File: config.mk
export PLATFORM = sky130hd
export DESIGN_NAME = parser_type_lookup
export DESIGN_NICKNAME = d
export VERILOG_FILES = /design/src/rtl/parser_type_lookup.sv
export SDC_FILE = /design/constraint.sdc
export NUM_CORES = 2
export LEC_CHECK = 0
export CORE_ASPECT_RATIO = 0.6
export CORE_MARGIN = 2
export CORE_UTILIZATION = 44
export DETAILED_ROUTE_END_ITERATION = 8
export DONT_BUFFER_PORTS = 1
export MAX_ROUTING_LAYER = met4
export SYNTH_ARGS = -nofsm -noshare
export SYNTH_HDL_FRONTEND = slang
export SYNTH_SLANG_ARGS = --single-unit
File: constraint.sdc
create_clock -name i_clk -period 26.5 [get_ports i_clk]
set_input_delay 5.3 -clock i_clk [delete_from_list [all_inputs] [get_ports i_clk]]
set_output_delay 5.3 -clock i_clk [all_outputs]
set_load 0.01 [all_outputs]
File: src/rtl/parser_type_lookup.sv
// rtl/parser_type_lookup.sv - 8-entry masked type-match rule table with a 2-cycle lookup pipeline
// Optional hit/miss statistics counters are built when PARSER_LOOKUP_STATS_EN is defined.
package parser_type_lookup_pkg;
  localparam int TYPE_NUM             = 2;
  localparam int TYPE_WIDTH           = 8;
  localparam int RULE_NUM             = 8;
  localparam int RULE_IDX_WIDTH       = $clog2(RULE_NUM);
  localparam int KEY_NUM              = 8;
  localparam int KEY_IDX_WIDTH        = $clog2(KEY_NUM);
  localparam int META_CANDI_NUM       = 32;
  localparam int REPLACE_OFFSET_WIDTH = $clog2(META_CANDI_NUM);
  localparam int TYPE_OFFSET_WIDTH    = 7;
  localparam int KEY_OFFSET_WIDTH     = 6;
  localparam int SHIFT_WIDTH          = 6;

  typedef struct packed {
    logic                                                typeRule_valid;
    logic [TYPE_NUM-1:0][TYPE_WIDTH-1:0]                 typeRule_typeData;
    logic [TYPE_NUM-1:0][TYPE_WIDTH-1:0]                 typeRule_typeMask;
    logic [TYPE_NUM-1:0][TYPE_OFFSET_WIDTH-1:0]          typeRule_typeOffset;
    logic [KEY_NUM-1:0]                                  typeRule_keyOffset_v;
    logic [KEY_NUM-1:0][KEY_OFFSET_WIDTH-1:0]            typeRule_keyOffset;
    logic [KEY_NUM-1:0][REPLACE_OFFSET_WIDTH-1:0]        typeRule_keyReplaceOffset;
    logic [SHIFT_WIDTH-1:0]                              typeRule_headShift;
    logic [SHIFT_WIDTH-1:0]                              typeRule_metaShift;
  } type_rule_t;

  typedef struct packed {
    logic [TYPE_NUM-1:0][TYPE_OFFSET_WIDTH-1:0]          typeOffset;
    logic [KEY_NUM-1:0]                                  keyOffset_v;
    logic [KEY_NUM-1:0][KEY_OFFSET_WIDTH-1:0]            keyOffset;
    logic [SHIFT_WIDTH-1:0]                              headShift;
    logic [SHIFT_WIDTH-1:0]                              metaShift;
    logic [META_CANDI_NUM-1:0][KEY_IDX_WIDTH:0]          replaceOffset;
  } lookup_rst_t;
endpackage

module parser_type_lookup
  import parser_type_lookup_pkg::*;
(
  input  logic                           i_clk,
  input  logic                           i_rst,
  input  logic                           i_rule_wren,
  input  logic [RULE_IDX_WIDTH-1:0]      i_rule_addr,
  input  type_rule_t                     i_rule_wdata,
  input  logic                           i_type_valid,
  input  logic [TYPE_NUM*TYPE_WIDTH-1:0] i_type_data,
  output logic                           o_rslt_valid,
  output logic                           o_rslt_hit,
  output lookup_rst_t                    o_rslt
`ifdef PARSER_LOOKUP_STATS_EN
  ,
  input  logic                           i_cnt_clr,
  output logic [31:0]                    o_hit_cnt,
  output logic [31:0]                    o_miss_cnt
`endif
);

  type_rule_t                r_rule    [RULE_NUM];
  type_rule_t                r_s1_rule [RULE_NUM];
  logic                      r_s1_valid;
  logic [RULE_NUM-1:0]       r_s1_match;
  logic                      r_rslt_valid;
  logic                      r_rslt_hit;
  lookup_rst_t               r_rslt;

  logic [RULE_NUM-1:0]       w_match;
  logic                      w_hit;
  logic [RULE_IDX_WIDTH-1:0] w_idx;
  type_rule_t                w_win;
  lookup_rst_t               w_rslt;

  // Only the valid bits are reset; the remaining rule fields are don't-care until written.
  always_ff @(posedge i_clk) begin
    if (i_rst) begin
      for (int r = 0; r < RULE_NUM; r++) begin
        r_rule[r].typeRule_valid <= 1'b0;
      end
    end else if (i_rule_wren) begin
      r_rule[i_rule_addr] <= i_rule_wdata;
    end
  end

  always_comb begin
    w_match = '0;
    for (int r = 0; r < RULE_NUM; r++) begin
      w_match[r] = r_rule[r].typeRule_valid;
      for (int t = 0; t < TYPE_NUM; t++) begin
        if ((i_type_data[t*TYPE_WIDTH +: TYPE_WIDTH] & r_rule[r].typeRule_typeMask[t]) !=
            (r_rule[r].typeRule_typeData[t] & r_rule[r].typeRule_typeMask[t])) begin
          w_match[r] = 1'b0;
        end
      end
    end
  end

  always_ff @(posedge i_clk) begin
    if (i_rst) begin
      r_s1_valid <= 1'b0;
      r_s1_match <= '0;
    end else begin
      r_s1_valid <= i_type_valid;
      r_s1_match <= w_match;
    end
  end

  // Snapshot of the table taken with the match vector so later writes cannot leak into stage 2.
  always_ff @(posedge i_clk) begin
    if (i_type_valid) begin
      r_s1_rule <= r_rule;
    end
  end

  always_comb begin
    w_hit = |r_s1_match;
    w_idx = '0;
    for (int r = RULE_NUM - 1; r >= 0; r--) begin
      if (r_s1_match[r]) begin
        w_idx = RULE_IDX_WIDTH'(r);
      end
    end
    w_win  = r_s1_rule[w_idx];
    w_rslt = '0;
    if (w_hit) begin
      w_rslt.typeOffset  = w_win.typeRule_typeOffset;
      w_rslt.keyOffset_v = w_win.typeRule_keyOffset_v;
      w_rslt.keyOffset   = w_win.typeRule_keyOffset;
      w_rslt.headShift   = w_win.typeRule_headShift;
      w_rslt.metaShift   = w_win.typeRule_metaShift;
      // Descending key scan so the lowest key index claiming a candidate is the one kept.
      for (int m = 0; m < META_CANDI_NUM; m++) begin
        for (int k = KEY_NUM - 1; k >= 0; k--) begin
          if (w_win.typeRule_keyOffset_v[k] &&
              (w_win.typeRule_keyReplaceOffset[k] == REPLACE_OFFSET_WIDTH'(m))) begin
            w_rslt.replaceOffset[m] = {1'b1, KEY_IDX_WIDTH'(k)};
          end
        end
      end
    end
  end

  always_ff @(posedge i_clk) begin
    if (i_rst) begin
      r_rslt_valid <= 1'b0;
      r_rslt_hit   <= 1'b0;
      r_rslt       <= '0;
    end else begin
      r_rslt_valid <= r_s1_valid;
      r_rslt_hit   <= r_s1_valid & w_hit;
      if (r_s1_valid) begin
        r_rslt <= w_rslt;
      end
    end
  end

  assign o_rslt_valid = r_rslt_valid;
  assign o_rslt_hit   = r_rslt_hit;
  assign o_rslt       = r_rslt;

`ifdef PARSER_LOOKUP_STATS_EN
  logic [31:0] r_hit_cnt;
  logic [31:0] r_miss_cnt;

  // Counters advance on the same edge that raises o_rslt_valid for the counted result.
  always_ff @(posedge i_clk) begin
    if (i_rst || i_cnt_clr) begin
      r_hit_cnt  <= '0;
      r_miss_cnt <= '0;
    end else if (r_s1_valid) begin
      if (w_hit) begin
        if (r_hit_cnt != 32'hFFFF_FFFF) begin
          r_hit_cnt <= r_hit_cnt + 32'd1;
        end
      end else if (r_miss_cnt != 32'hFFFF_FFFF) begin
        r_miss_cnt <= r_miss_cnt + 32'd1;
      end
    end
  end

  assign o_hit_cnt  = r_hit_cnt;
  assign o_miss_cnt = r_miss_cnt;
`endif

endmodule

Word-level counts from Yosys, hierarchy flattened
Cells that the tools add are included.
{"block": "op_classes", "mux": 271, "mul": 0, "div": 0, "n_reduce_logical": 275, "n_lt_le_gt_ge": 3, "add_sub_neg": 0, "bitwise": 36, "n_shift": 0, "n_eq_ne": 264}
{"cell": "1240-bit bitwise mux", "n": 1}
{"cell": "4-bit 2-to-1 mux", "n": 256}
{"cell": "5-bit equality test, second input constant", "n": 128}
{"cell": "155-bit binary-select mux with 3-bit select", "n": 1}
{"cell": "155-bit demux with 3-bit select", "n": 1}
{"cell": "5-bit by 4-bit equality test with 1-bit output, second input constant", "n": 64}
{"cell": "1-bit logical AND", "n": 257}
{"cell": "8-bit AND", "n": 32}
{"cell": "122-bit 2-to-1 mux", "n": 2}
{"cell": "210-bit 2-to-1 mux", "n": 1}
{"cell": "5-bit by 3-bit equality test with 1-bit output, second input constant", "n": 32}
{"cell": "155-bit 2-to-1 mux", "n": 1}
{"cell": "8-bit != test", "n": 16}
{"cell": "5-bit by 2-bit equality test with 1-bit output, second input constant", "n": 16}
{"cell": "5-bit by 1-bit equality test with 1-bit output, second input constant", "n": 8}
{"cell": "5-bit zero test", "n": 8}
{"cell": "3-bit 2-to-1 mux", "n": 8}
{"cell": "3-bit OR reduction", "n": 8}
{"cell": "4-bit greater-or-equal comparator, second input constant", "n": 2}
{"cell": "3-bit inverter with 4-bit output", "n": 2}
{"cell": "8-bit OR reduction", "n": 1}
{"cell": "4-bit by 1-bit less-than comparator with 1-bit output, second input constant", "n": 1}
{"cell": "2-bit AND reduction", "n": 1}
{"cell": "1-bit AND", "n": 1}
{"cell": "1-bit inverter", "n": 1}
{"block": "totals", "n_memories": 0, "latch_bits": 0, "ram_bits": 0, "reg_bits": 2701, "romBits": 0, "inputBits": 178, "output_inout_bits": 212}

Depth between registers and ports, before layout
{"block": "depth", "word_depth": 23, "mapped_depth": 16, "ltp_nobuf": 9}

Worst setup path after synthesis
OpenSTA, ideal clock, no wires.
{"block": "synth_timing", "kind": "input -> register", "startpoint": "in i_rule_addr[0]", "endpoint": "reg r_rule[1085] (netlist bit), enable pin", "t_arrival_ns": 16.209, "n_path_buf": 0, "cell_stages": 2, "slack_ns": 9.435, "cell_sequence": "or3b_2 -> nor3_1"}
{"element": "start: declaration", "line_no": "44", "source": "input logic [RULE_IDX_WIDTH-1:0] i_rule_addr,"}
{"element": "end signal: indexed assignment", "line_no": "80", "source": "r_rule[i_rule_addr] <= i_rule_wdata;"}
{"element": "end: declaration", "line_no": "59", "source": "type_rule_t r_rule [RULE_NUM];"}

Final worst setup path
{"block": "layout_timing", "startpoint": "in i_type_valid", "endpoint": "reg r_s1_rule[532] (netlist bit), enable pin"}
{"element": "start: declaration", "line_no": "46", "source": "input logic i_type_valid,"}
{"element": "end signal: assignment", "line_no": "110", "source": "r_s1_rule <= r_rule;"}
{"element": "end: declaration", "line_no": "60", "source": "type_rule_t r_s1_rule [RULE_NUM];"}
No word-level cell between the ends.

==> results.json <==
{
  "status": "finished, final reports clean",
  "rows": 127,
  "syn_nets": 4869,
  "route.vias.total": 44475,
  "hold_buffers": 0,
  "hpwl_um": 142000,
  "cp_max_fo": 241,
  "cts_made_buffers": 221,
  "synthArstFlopShare": 0,
  "design_area_um2": 99000,
  "fmax_ghz": 0.129,
  "ant_nets": 0,
  "yosysSeqAreaShare": 0.800,
  "clk_latency_ns": 0.87,
  "r2r-start": "r_s1_match[1]$_SDFF_PP0_",
  "clock_power_share": 0.413,
  "timing.critical_path.mode_cell": "buf_16",
  "drc": 0,
  "root_buffer": "clkbuf_16",
  "syn2layout_area_growth_pct": 11.7,
  "report.final.slew_viol_count": 0,
  "cpLargestDelayFamily": "buffers and inverters",
  "cp_cell_sequence": "buf_16 > buf_16 > buf_16",
  "postPlaceCellArea_um2": 91900,
  "p_int_mw": 6.09,
  "rsz0062_at_grt": "false",
  "grt_pass1_wl_um": 320000,
  "min_period_over_period": 0.293,
  "yosysTopAreaCell": "edfxtp_1",
  "finalSetupViolations": 0,
  "synth_top_area_frac": 0.748,
  "hp-class": "flop to flop",
  "swShare": 0.202,
  "irDropWorstVdd_mv": 0.0514,
  "wire_per_inst_um": 29.8,
  "relSlewSlack": 0.00720,
  "skew_ns": 0.0475,
  "grt_usage": 0.224,
  "multi_input_area_um2": 16600,
  "htreeDepth": 4,
  "utilization": 0.495,
  "synth_ff_type": "edfxtp_1",
  "critPathBufInv": 3,
  "min_period_ns": 7.75,
  "crit_end": "r_s1_rule[532]$_DFFE_PP_",
  "cpMaxStageDelayCell": "buf_16",
  "regToRegSetupSlack_ns": 20.25,
  "syn_area_per_cell_um2": 18.9,
  "cp.arrival_ns": 8.19,
  "ys_seq_elements": 2437,
  "tightest_slew_ns": 1.49,
  "io_buffers": 0,
  "finalNonFillerCells": 7613,
  "drive_above_1_share": 0.144,
  "grt_pass1_vias": 42788,
  "die_w_um": 583,
  "max_stage_delay_ns": 0.66,
  "finalHoldViolCount": 0,
  "register_area_um2": 70900,
  "cp.depth": 3,
  "p_comb_frac": 0.022,
  "postRouteWirelength_um": 227000,
  "worstPathRequired_ns": 26.94,
  "ys_types": 107,
  "grt_max_degree": 242,
  "dp_cells": 7206,
  "yosysMostFrequentCell": "edfxtp_1",
  "synth_edf_count": 2208,
  "io_pins": 390,
  "startpoint": "i_type_valid",
  "p_leak_nw": 32.5,
  "cts_buffer_depth": 4,
  "dieArea_um2": 205000,
  "crit_type": "input port to flop",
  "syn-instance-count": 4691,
  "drt_iter0_markers": 5212,
  "synth_common_cells": "2,208 x edfxtp_1, 267 x nand2_1, 229 x dfxtp_1",
  "synthTopCellsByArea": "edfxtp_1 75%, dfxtp_1 5.2%, mux4_2 3.8%, mux2i_1 1.4%, xor2_1 1.3%",
  "drt_pre_antenna_iters": 7,
  "yosys_warnings": 0,
  "start_kind": "input port",
  "powerDensity_nw_per_um2": 77.1,
  "synthesis.area_um2": 88600,
  "cts_tree": "yes",
  "die_h_um": 352,
  "fillCellCount": 16141,
  "antenna_found_initial": 4,
  "tns_ns": 0,
  "initial_core_util": 0.443,
  "cts_sinks": 2437,
  "max-cap-violations": 0,
  "reg2reg_depth": 10,
  "via_per_inst": 5.84,
  "fin_nets": 4963,
  "cts_resized": 0,
  "gp_congestion": 0.998,
  "seq_power_share": 0.565,
  "fp.coreArea_um2": 200000,
  "postCtsSetupBuffers": 0,
  "grt-ovfl-total": 0,
  "antenna_cells": 0,
  "regToRegEndpoint": "o_rslt[15]$_SDFFE_PP0P_",
  "end_kind": "flop",
  "clk_pin_slew_ns": 0.06,
  "total_switching_power_mw": 1.54
}
==> state kept, by name, summed over array words and instances (netlist names) <==
register and flops:
r_rule 1240, r_s1_rule 976, o_rslt 210, r_s1_match 8, o_rslt_hit 1, o_rslt_valid 1, r_s1_valid 1
==> metrics by stage <==
step / setup slack [ns] / hold WS (ns) / power, mW
6_report: 18.75 / 0.386 / 7.63
5_1_grt: 18.56 / 0.401 / 7.87
4_1_cts: 18.78 / 0.388 / 7.70
3_5_place_dp: 17.87 / 0.405 / 4.56
3_3_place_gp: 17.90 / 0.400 / 4.55
2_1_floorplan: 9.44 / 0.400 / 4.48
==> kinds of logic after synthesis <==
family                 synth area share
AO/OA/AOI/OAI                    0.0787
multiplexers                     0.0561
AND/OR/NAND/NOR                  0.0379
flip-flops                        0.800
buffers and inverters            0.0148
XOR/XNOR                         0.0126
==> cell type report <==
cell class                      count  share of cell area
Clock inverter                    104             0.00959
Multi-Input combinational cell   1971               0.168
Clock buffer                      303              0.0620
Tap cell                         2644              0.0334
Inverter                           63             0.00239
Sequential cell                  2437               0.716
Timing Repair Buffer               91             0.00847
==> per-layer routing <==
| layer | wire length, um | GRT usage |
|---|---|---|
| met1 | 102000 | 0.320 |
| met2 | 96400 | 0.314 |
| met3 | 23600 | 0.0720 |
| met4 | 4950 | 0.0505 |
| met5 | 0 | - |
==> worst min path at each step <==
stage / endpoint / cells after the start / start
after floorplan: r_s1_rule[0]$_DFFE_PP_ / 0 / r_rule[0]$_DFFE_PP_
after detailed placement: r_s1_rule[1014]$_DFFE_PP_ / 0 / r_rule[1014]$_DFFE_PP_
final: r_s1_rule[166]$_DFFE_PP_ / 0 / r_rule[166]$_DFFE_PP_
after global routing: r_s1_rule[681]$_DFFE_PP_ / 0 / r_rule[681]$_DFFE_PP_
after CTS: r_s1_rule[106]$_DFFE_PP_ / 0 / r_rule[106]$_DFFE_PP_
after global placement: r_s1_rule[783]$_DFFE_PP_ / 0 / r_rule[783]$_DFFE_PP_
==> cell usage in the layout (no fill, tap or decap), types with 48 or more instances in the layout <==
| master | n |
|---|---|
| o21ai_0 | 102 |
| o221ai_1 | 63 |
| inv_1 | 64 |
| a22oi_1 | 61 |
| mux4_2 | 148 |
| clkbuf_1 | 54 |
| nand2_1 | 266 |
| a22o_1 | 69 |
| a221oi_1 | 61 |
| clkbuf_16 | 223 |
| mux2i_1 | 124 |
| a21oi_1 | 96 |
| dfxtp_1 | 228 |
| xor2_1 | 128 |
| buf_4 | 81 |
| edfxtp_1 | 2208 |
| nor2_1 | 90 |
| a32o_1 | 48 |
==> power groups by stage <==
stage          Combinational (mW)  Sequential [mW]  Clock, mW
6_report                    0.168             4.31       3.15
5_1_grt                     0.177             4.32       3.37
4_1_cts                     0.166             4.31       3.22
3_5_place_dp                0.166             4.39          0
3_3_place_gp                0.164             4.39          0
2_1_floorplan              0.0886             4.39          0
No activity file was read; power rests on OpenSTA's default activity.
